### src/rtl/uart_packet_loader.sv
// uart_packet_loader: 8N1 UART receiver plus packet framer that verifies a checksummed packet before replaying it as writes.
// Latency: the first write is offered two cycles after the last payload byte strobe; then one write per cycle under continuous ready.
// Backpressure: writes hold addr/data while wr_ready is low; bytes arriving during the write phase are dropped and set overrun.
//
// Ports:
//   clk, RESET_N (async active-low)  UART_RX (async serial in, idle high)
//   wr_addr/wr_data/wr_valid/wr_ready  verified-packet write port
//   pkt_done, cksum_err, frame_err, len_err, timeout_err  one-cycle status pulses
//   overrun (sticky until reset), busy (low only while waiting for a checksum byte)
module uart_packet_loader #(
    parameter int CLKS_PER_BIT = 100,
    parameter int ADDR_W       = 8,
    parameter int MAX_LEN      = 256,
    parameter int AUTO_INC     = 1,
    parameter int TIMEOUT_BITS = 40
) (
    input  logic              clk,
    input  logic              RESET_N,
    input  logic              UART_RX,
    output logic [ADDR_W-1:0] wr_addr,
    output logic [7:0]        wr_data,
    output logic              wr_valid,
    input  logic              wr_ready,
    output logic              pkt_done,
    output logic              cksum_err,
    output logic              frame_err,
    output logic              len_err,
    output logic              timeout_err,
    output logic              overrun,
    output logic              busy
);

    localparam int HALF   = CLKS_PER_BIT / 2;
    localparam int CNT_W  = $clog2(CLKS_PER_BIT);
    localparam int IDX_W  = (MAX_LEN > 1) ? $clog2(MAX_LEN) : 1;
    localparam int TO_CYC = TIMEOUT_BITS * CLKS_PER_BIT;
    localparam int TO_W   = (TO_CYC > 1) ? $clog2(TO_CYC) : 1;

    localparam logic [CNT_W-1:0] C_S0  = CNT_W'(HALF - 1);
    localparam logic [CNT_W-1:0] C_S1  = CNT_W'(HALF);
    localparam logic [CNT_W-1:0] C_S2  = CNT_W'(HALF + 1);
    localparam logic [CNT_W-1:0] C_END = CNT_W'(CLKS_PER_BIT - 1);
    localparam logic [9:0]       MAX_LEN_V = 10'(MAX_LEN);
    localparam logic [TO_W-1:0]  TO_LAST   = TO_W'(TO_CYC - 1);

    // ------------------------------------------------------------------
    // Receiver
    // ------------------------------------------------------------------
    typedef enum logic [1:0] {RX_IDLE, RX_START, RX_DATA, RX_STOP} rx_state_t;

    rx_state_t        r_rx_state;
    logic             r_rx_meta, r_rx_sync, r_rx_prev;
    logic [CNT_W-1:0] r_bit_cnt;
    logic [2:0]       r_bit_idx;
    logic [1:0]       r_votes;
    logic             r_bit_val;
    logic [7:0]       r_shift;
    logic             r_byte_vld;
    logic [7:0]       r_byte_dat;
    logic             r_ferr;
    logic             w_vote;

    // Third sample joins the two already counted: majority of three.
    assign w_vote = (r_votes + {1'b0, r_rx_sync}) >= 2'd2;

    always_ff @(posedge clk or negedge RESET_N) begin
        if (!RESET_N) begin
            r_rx_meta  <= 1'b1;
            r_rx_sync  <= 1'b1;
            r_rx_prev  <= 1'b1;
            r_rx_state <= RX_IDLE;
            r_bit_cnt  <= '0;
            r_bit_idx  <= '0;
            r_votes    <= '0;
            r_bit_val  <= 1'b0;
            r_shift    <= '0;
            r_byte_vld <= 1'b0;
            r_byte_dat <= '0;
            r_ferr     <= 1'b0;
        end else begin
            r_rx_meta  <= UART_RX;
            r_rx_sync  <= r_rx_meta;
            r_rx_prev  <= r_rx_sync;
            r_byte_vld <= 1'b0;
            r_ferr     <= 1'b0;
            case (r_rx_state)
                RX_IDLE: begin
                    // The edge cycle itself is cycle 0 of the start bit.
                    if (r_rx_prev && !r_rx_sync) begin
                        r_rx_state <= RX_START;
                        r_bit_cnt  <= CNT_W'(1);
                    end
                end
                default: begin
                    r_bit_cnt <= (r_bit_cnt == C_END) ? '0 : r_bit_cnt + 1'b1;
                    if (r_bit_cnt == C_S0) r_votes <= {1'b0, r_rx_sync};
                    if (r_bit_cnt == C_S1) r_votes <= r_votes + {1'b0, r_rx_sync};
                    if (r_bit_cnt == C_S2) begin
                        r_bit_val <= w_vote;
                        // Stop bit is resolved at its last sample so the receiver is
                        // idle well before the next start edge can appear.
                        if (r_rx_state == RX_STOP) begin
                            r_rx_state <= RX_IDLE;
                            if (w_vote) begin
                                r_byte_vld <= 1'b1;
                                r_byte_dat <= r_shift;
                            end else begin
                                r_ferr <= 1'b1;
                            end
                        end
                    end
                    if (r_bit_cnt == C_END) begin
                        case (r_rx_state)
                            RX_START: begin
                                r_bit_idx  <= '0;
                                r_rx_state <= r_bit_val ? RX_IDLE : RX_DATA;
                            end
                            RX_DATA: begin
                                r_shift   <= {r_bit_val, r_shift[7:1]};
                                r_bit_idx <= r_bit_idx + 1'b1;
                                if (r_bit_idx == 3'd7) r_rx_state <= RX_STOP;
                            end
                            default: ;
                        endcase
                    end
                end
            endcase
        end
    end

    // ------------------------------------------------------------------
    // Packet FSM
    // ------------------------------------------------------------------
    typedef enum logic [2:0] {
        S_HDR_CK, S_HDR_ADDR, S_HDR_CNT, S_PAYLOAD, S_COMMIT, S_DRAIN
    } pkt_state_t;

    pkt_state_t        r_state;
    logic [7:0]        r_sum;
    logic [ADDR_W-1:0] r_base;
    logic [8:0]        r_len;
    logic [8:0]        r_idx;
    logic [7:0]        r_buf [MAX_LEN];
    logic              r_wr_vld;
    logic [ADDR_W-1:0] r_wr_addr;
    logic [7:0]        r_wr_dat;
    logic              r_pkt_done, r_cksum_err, r_len_err, r_to_err, r_overrun;
    logic [TO_W-1:0]   r_to_cnt;

    logic [7:0] w_sum_nxt;
    logic [8:0] w_cnt_len;
    logic [8:0] w_idx_inc;
    logic       w_last;
    logic       w_to_run;
    logic       w_to_fire;

    assign w_sum_nxt = r_sum + r_byte_dat;
    assign w_cnt_len = {1'b0, r_byte_dat} + 9'd1;
    assign w_idx_inc = r_idx + 9'd1;
    assign w_last    = (r_idx == r_len - 9'd1);
    assign w_to_run  = (r_state == S_HDR_ADDR) || (r_state == S_HDR_CNT) ||
                       (r_state == S_PAYLOAD)  || (r_state == S_DRAIN);
    assign w_to_fire = (TIMEOUT_BITS != 0) && w_to_run && (r_to_cnt == TO_LAST);

    // Inter-byte timer: restarts on every byte and whenever it is not armed.
    always_ff @(posedge clk or negedge RESET_N) begin
        if (!RESET_N) begin
            r_to_cnt <= '0;
        end else if (r_byte_vld || !w_to_run) begin
            r_to_cnt <= '0;
        end else if (!w_to_fire) begin
            r_to_cnt <= r_to_cnt + 1'b1;
        end
    end

    // Payload store; a slot is always written before it is read back.
    always_ff @(posedge clk) begin
        if (r_state == S_PAYLOAD && r_byte_vld)
            r_buf[r_idx[IDX_W-1:0]] <= r_byte_dat;
    end

    always_ff @(posedge clk or negedge RESET_N) begin
        if (!RESET_N) begin
            r_state     <= S_HDR_CK;
            r_sum       <= '0;
            r_base      <= '0;
            r_len       <= '0;
            r_idx       <= '0;
            r_wr_vld    <= 1'b0;
            r_wr_addr   <= '0;
            r_wr_dat    <= '0;
            r_pkt_done  <= 1'b0;
            r_cksum_err <= 1'b0;
            r_len_err   <= 1'b0;
            r_to_err    <= 1'b0;
            r_overrun   <= 1'b0;
        end else begin
            r_pkt_done  <= 1'b0;
            r_cksum_err <= 1'b0;
            r_len_err   <= 1'b0;
            r_to_err    <= 1'b0;
            if (r_ferr && r_state != S_HDR_CK) begin
                r_state  <= S_HDR_CK;
                r_sum    <= '0;
                r_wr_vld <= 1'b0;
            end else if (r_state == S_COMMIT) begin
                if (r_byte_vld) r_overrun <= 1'b1;
                if (!r_wr_vld) begin
                    // First cycle of the write phase: present entry 0.
                    r_wr_vld  <= 1'b1;
                    r_wr_dat  <= r_buf[r_idx[IDX_W-1:0]];
                    r_wr_addr <= r_base;
                end else if (wr_ready) begin
                    if (w_last) begin
                        r_wr_vld   <= 1'b0;
                        r_pkt_done <= 1'b1;
                        r_state    <= S_HDR_CK;
                        r_sum      <= '0;
                    end else begin
                        r_idx    <= w_idx_inc;
                        r_wr_dat <= r_buf[w_idx_inc[IDX_W-1:0]];
                        if (AUTO_INC != 0) r_wr_addr <= r_wr_addr + 1'b1;
                    end
                end
            end else if (r_byte_vld) begin
                r_sum <= w_sum_nxt;
                case (r_state)
                    S_HDR_CK:   r_state <= S_HDR_ADDR;
                    S_HDR_ADDR: begin
                        r_base  <= ADDR_W'(r_byte_dat);
                        r_state <= S_HDR_CNT;
                    end
                    S_HDR_CNT: begin
                        r_len   <= w_cnt_len;
                        r_idx   <= '0;
                        r_state <= ({1'b0, w_cnt_len} > MAX_LEN_V) ? S_DRAIN : S_PAYLOAD;
                    end
                    S_PAYLOAD: begin
                        r_idx <= w_idx_inc;
                        if (w_last) begin
                            r_idx <= '0;
                            if (w_sum_nxt == 8'd0) begin
                                r_state <= S_COMMIT;
                            end else begin
                                r_cksum_err <= 1'b1;
                                r_state     <= S_HDR_CK;
                                r_sum       <= '0;
                            end
                        end
                    end
                    S_DRAIN: begin
                        r_idx <= w_idx_inc;
                        if (w_last) begin
                            r_len_err <= 1'b1;
                            r_state   <= S_HDR_CK;
                            r_sum     <= '0;
                        end
                    end
                    default: r_state <= S_HDR_CK;
                endcase
            end else if (w_to_fire) begin
                r_to_err <= 1'b1;
                r_state  <= S_HDR_CK;
                r_sum    <= '0;
            end
        end
    end

    assign wr_addr     = r_wr_addr;
    assign wr_data     = r_wr_dat;
    assign wr_valid    = r_wr_vld;
    assign pkt_done    = r_pkt_done;
    assign cksum_err   = r_cksum_err;
    assign frame_err   = r_ferr;
    assign len_err     = r_len_err;
    assign timeout_err = r_to_err;
    assign overrun     = r_overrun;
    assign busy        = (r_state != S_HDR_CK);

endmodule

### config.mk
export PLATFORM = sky130hd
export DESIGN_NAME = uart_packet_loader
export DESIGN_NICKNAME = d
export VERILOG_FILES = /design/src/rtl/uart_packet_loader.sv
export SDC_FILE = /design/constraint.sdc
export NUM_CORES = 2
export LEC_CHECK = 0
export CAP_MARGIN = 5
export CORE_UTILIZATION = 55
export CTS_CLUSTER_DIAMETER = 150
export DETAILED_ROUTE_END_ITERATION = 10
export PLACE_DENSITY_LB_ADDON = 0.12
export SKIP_LAST_GASP = 1
export SLEW_MARGIN = 20
export SYNTH_ARGS = -nofsm -noshare
export SYNTH_HDL_FRONTEND = slang
export SYNTH_SLANG_ARGS = --single-unit
### constraint.sdc
create_clock -name clk -period 17.28 [get_ports clk]
set_input_delay 2.592 -clock clk [delete_from_list [all_inputs] [get_ports clk]]
set_output_delay 2.592 -clock clk [all_outputs]
set_load 0.02 [all_outputs]
==> run_results.csv <==
group,metric,value,unit
grt,grt_usage,34.40,%
setup_path,cp_num_buf_inv,5,
synthesis,yosys_most_used_dff,"sky130_fd_sc_hd__edfxtp_1",
floorplan,chipHeight,431.2,um
sta,setup_total_negative_slack,0,ns
setup_path,worst-path-max-fanout,41,
placed_design,gpl.final_weighted_congestion,0.9363,
cells_and_area,final_area,111100,um^2
setup_path,criticalPathCategory,"register to register",
synthesis,synth_top_cell_by_area,"sky130_fd_sc_hd__edfxtp_1",
setup_path,cp_data_required_time,18.02,ns
drt,route.vias.total,59120,
setup_path,max_stage_delay,0.96,ns
setup_path,critical_path.endpoint_type,"register",
synthesis,yosysMostFrequentCell,"sky130_fd_sc_hd__edfxtp_1",
floorplan,rows,157,
synthesis,synthesis.yosys.warnings,0,
floorplan,coreArea,183100,um^2
grt,global_route.peak_usage_layer,"met2",
grt,gr-usage-met3,10.07,%
pwr,totalPowerFinal,10.37,mW
clock_network,clockRootBuffer,"sky130_fd_sc_hd__clkbuf_16",
clock_network,clkTransAtPathRegs,0.07,ns
sta,clock.fmax,0.1477,GHz
setup_path,critical_path.slowest_cell,"sky130_fd_sc_hd__ha_4",
drt,antenna_violating_nets_post_route,0,
sta,report.final.setup_viol,0,
run,drv.max_cap_violation_count,0,
sta,finalHoldViolations,0,
sta,finalCriticalPeriod,6.769,ns
clock_network,cts-hold-fix-buffers,0,
floorplan,chip_width,431.2,um
setup_path,critical_path_arrival,7.51,ns
synthesis,synthesis.nets,5316,
drt,post_drt_wl_per_cell,40.08,um
cells_and_area,nNetsFinal,5303,
synthesis,syn_area,101300,um^2
sta,tightest_slew,1.201,ns
setup_path,cp_common_cell,"sky130_fd_sc_hd__buf_4",
clock_network,numCtsBuffers,219,
drt,drt_iter0_markers,9171,
placed_design,place.detailed.hpwl,204.2,mm
pwr,total_leakage_power,29.57,nW
pwr,vdd_ir_drop_max,0.00009857,V
clock_network,cts_setup_buffers,0,
setup_path,timing.critical_path.cells,"inv_2 > ha_4 > buf_4 > buf_4 > buf_4 > mux4_2 > and2_1 > a2111oi_0 > buf_4 > a2111oi_0 > o21ai_0 > nand4_1 > a311oi_1 > o31ai_1",
grt,grt_pass1_vias,56960,
drt,detail_route.wirelength,318.0,mm
placed_design,port_buffers,27,
setup_path,critical_path_start_type,"register",
sta,finalCritPeriodShare,39.17,%
drt,detail_route.first_pass.iterations,6,
grt,grt_start_max_net_pins,141,
synthesis,postSynth.asyncResetShare,4.965,%
synthesis,synth-edff-count,2048,
drt,detail_route.vias_per_cell,7.452,
pwr,power_per_cell_area,93.34,nW/um^2
sta,max_slew_headroom,19.52,%
floorplan,die_area,186000,um^2
clock_network,ctsLongestPathBuffers,3,
synthesis,ys_ff_latch,2155,
cells_and_area,num-fill-cells,13030,
clock_network,clock-sinks,2155,
grt,grt_util_met2,49.56,%
worst_hold_path,holdCritPathClass,"register to register",
drt,total_drc_errors_in_the_routed_layout,0,
floorplan,initial_utilization,55.35,%
grt,grt_overflow_total,0,
grt,grt_first_pass_wirelength,443.1,mm
floorplan,io-pin-count,28,
cells_and_area,area_growth,9.647,%
synthesis,avg_inst_size_synth,19.18,um^2
synthesis,synth_top_cells_by_area,"sky130_fd_sc_hd__edfxtp_1, sky130_fd_sc_hd__mux4_2, sky130_fd_sc_hd__dfrtp_1",
sta,clock-skew-final,0.04503,ns
synthesis,area_fraction_of_the_dominant_cell_type_after_synthesis,60.69,%
clock_network,cts_repair_resize_count,0,
clock_network,tritoncts,"yes",
sta,rsz_0062_raised_after_global_routing,"false",
synthesis,synth_cells,5284,
setup_path,critical_path.top_delay_family,"buffers and inverters",
synthesis,synth_seq_area_share,63.34,%
clock_network,h-tree-depth,4,
grt,antenna_found_initial,15,
synthesis,synth.lib_cells_used.distinct,78,
sta,maxSlewViolCount,0,
synthesis,synth_top_cells_by_count,"sky130_fd_sc_hd__edfxtp_1, sky130_fd_sc_hd__mux4_2, sky130_fd_sc_hd__nor2_1",
clock_network,clk-insertion-delay-late,0.88,ns
placed_design,placement_stage_cell_area,104000,um^2
grt,gr-usage-met1,49.11,%
cells_and_area,drive_above_1_share,31.67,%
outcome,run_status,"finished, final reports clean",
-- cell usage in the layout (no fill, tap or decap), types with 10 or more instances in the layout --
cell type / Yosys / final
sky130_fd_sc_hd__nand2b_1: 17 / 17
sky130_fd_sc_hd__clkinv_1: 1 / 54
sky130_fd_sc_hd__a31oi_1: 17 / 16
sky130_fd_sc_hd__edfxtp_1: 2048 / 2048
sky130_fd_sc_hd__ha_1: 27 / 26
sky130_fd_sc_hd__buf_4: 68 / 136
sky130_fd_sc_hd__nor2_2: 0 / 20
sky130_fd_sc_hd__o31ai_1: 15 / 15
sky130_fd_sc_hd__mux2_2: 28 / 28
sky130_fd_sc_hd__nor2_1: 337 / 314
sky130_fd_sc_hd__nor2b_1: 15 / 13
sky130_fd_sc_hd__clkdlybuf4s50_1: 0 / 26
sky130_fd_sc_hd__nand2_2: 1 / 13
sky130_fd_sc_hd__and3_1: 16 / 16
sky130_fd_sc_hd__a22oi_1: 150 / 150
sky130_fd_sc_hd__clkinv_2: 0 / 50
sky130_fd_sc_hd__xnor2_1: 26 / 22
sky130_fd_sc_hd__xor2_1: 19 / 16
sky130_fd_sc_hd__a22o_1: 20 / 20
sky130_fd_sc_hd__clkbuf_16: 0 / 224
sky130_fd_sc_hd__o21ai_0: 44 / 44
sky130_fd_sc_hd__o22ai_1: 25 / 25
sky130_fd_sc_hd__nand4_1: 22 / 22
sky130_fd_sc_hd__dfrtp_1: 104 / 91
sky130_fd_sc_hd__clkinvlp_4: 0 / 10
sky130_fd_sc_hd__nor3_1: 34 / 32
sky130_fd_sc_hd__dfrtp_4: 0 / 12
sky130_fd_sc_hd__a21oi_1: 98 / 96
sky130_fd_sc_hd__nand3_1: 106 / 101
sky130_fd_sc_hd__nand2_1: 282 / 270
sky130_fd_sc_hd__o32ai_1: 10 / 10
sky130_fd_sc_hd__clkbuf_1: 129 / 41
sky130_fd_sc_hd__and2_1: 14 / 13
sky130_fd_sc_hd__mux4_2: 1135 / 1135
sky130_fd_sc_hd__mux2i_1: 100 / 99
sky130_fd_sc_hd__inv_1: 21 / 21
sky130_fd_sc_hd__buf_12: 0 / 10
sky130_fd_sc_hd__bufinv_16: 0 / 15
-- final timing paths --
check / to / depth (start not counted) / from / slack [ns]
max: wr_data[3]$_DFFE_PN0P_ / 14 / r_idx[0]$_DFFE_PN0P_ / 10.51
min: r_rx_sync$_DFF_PN1_ / 0 / r_rx_meta$_DFF_PN1_ / 0.36
max reg2reg: wr_data[3]$_DFFE_PN0P_ / 14 / r_idx[0]$_DFFE_PN0P_ / 10.51
min reg2reg: r_rx_sync$_DFF_PN1_ / 0 / r_rx_meta$_DFF_PN1_ / 0.36
max in group asynchronous: r_byte_dat[5]$_DFFE_PN0P_ / 2 / RESET_N / 14.06
min in group asynchronous: r_base[3]$_DFFE_PN0P_ / 1 / RESET_N / 1.80
-- stage by stage --
step | worst slack, ns | utilization, % | std cells | hold slack (ns)
after global placement | 10.42 | 56.74 | 7508 | 0.3500
final | 10.51 | 60.69 | 7933 | 0.3568
after detailed placement | 10.44 | 56.81 | 7513 | 0.3518
after global routing | 10.06 | 60.68 | 7928 | 0.3636
after CTS | 10.42 | 60.64 | 7925 | 0.3608
after floorplan | 11.28 | - | 5284 | 0.3452
-- registers in the layout (all words and copies together), names as in the netlist, 8 cells and up --
name,flops
r_base,8
r_buf,2048
r_byte_dat,8
r_idx,9
r_len,9
r_shift,8
r_sum,8
r_to_cnt,12
wr_addr,8
wr_data,8
-- layer usage --
metal | vias up | wire length, um
li1 | 22510 | -
met3 | 718 | 41720
met1 | 31590 | 118000
met5 | - | 113
met4 | 16 | 16380
met2 | 4277 | 141800
-- worst reg2reg max path: stages (launching register included) --
cell and delay [ns]:
sky130_fd_sc_hd__dfrtp_4 0.84, sky130_fd_sc_hd__inv_2 0.30, sky130_fd_sc_hd__ha_4 0.97, sky130_fd_sc_hd__buf_4 0.75
sky130_fd_sc_hd__buf_4 0.61, sky130_fd_sc_hd__buf_4 0.69, sky130_fd_sc_hd__mux4_2 0.58, sky130_fd_sc_hd__and2_1 0.17
sky130_fd_sc_hd__a2111oi_0 0.52, sky130_fd_sc_hd__buf_4 0.20, sky130_fd_sc_hd__a2111oi_0 0.07, sky130_fd_sc_hd__o21ai_0 0.24
sky130_fd_sc_hd__nand4_1 0.18, sky130_fd_sc_hd__a311oi_1 0.42, sky130_fd_sc_hd__o31ai_1 0.11
-- layout make-up --
type / count / area [um^2] / area share, %
Tap cell: 2464 / 3083 / 2.775
Inverter: 23 / 86.33 / 0.07770
Multi-Input combinational cell: 2699 / 35170 / 31.66
Clock inverter: 142 / 1185 / 1.066
Timing Repair Buffer: 173 / 1509 / 1.358
Sequential cell: 2155 / 64230 / 57.81
Antenna cell: 7 / 17.52 / 0.01577
Clock buffer: 270 / 5828 / 5.245
-- power by group --
part           switching, mW  total [mW]  internal (mW)  leakage (nW)
clock network           2.06        4.67           2.62          3.43
logic                 0.0282      0.0463         0.0181          10.6
registers             0.0113        5.65           5.64          15.5
-- cell families (layout without fill, tap and decap cells) --
family	Yosys count	in the layout	share of synthesized area, %
flip-flops	2155	2155	63.34
XOR/XNOR	45	45	0.3889
adder cells (fa/ha/maj)	29	29	0.3630
buffers and inverters	430	608	2.334
other	0	7	0
multiplexers	1263	1263	26.52
AO/OA/AOI/OAI	468	468	3.173
AND/OR/NAND/NOR	894	894	3.880
No activity file was read; power rests on OpenSTA's default activity.
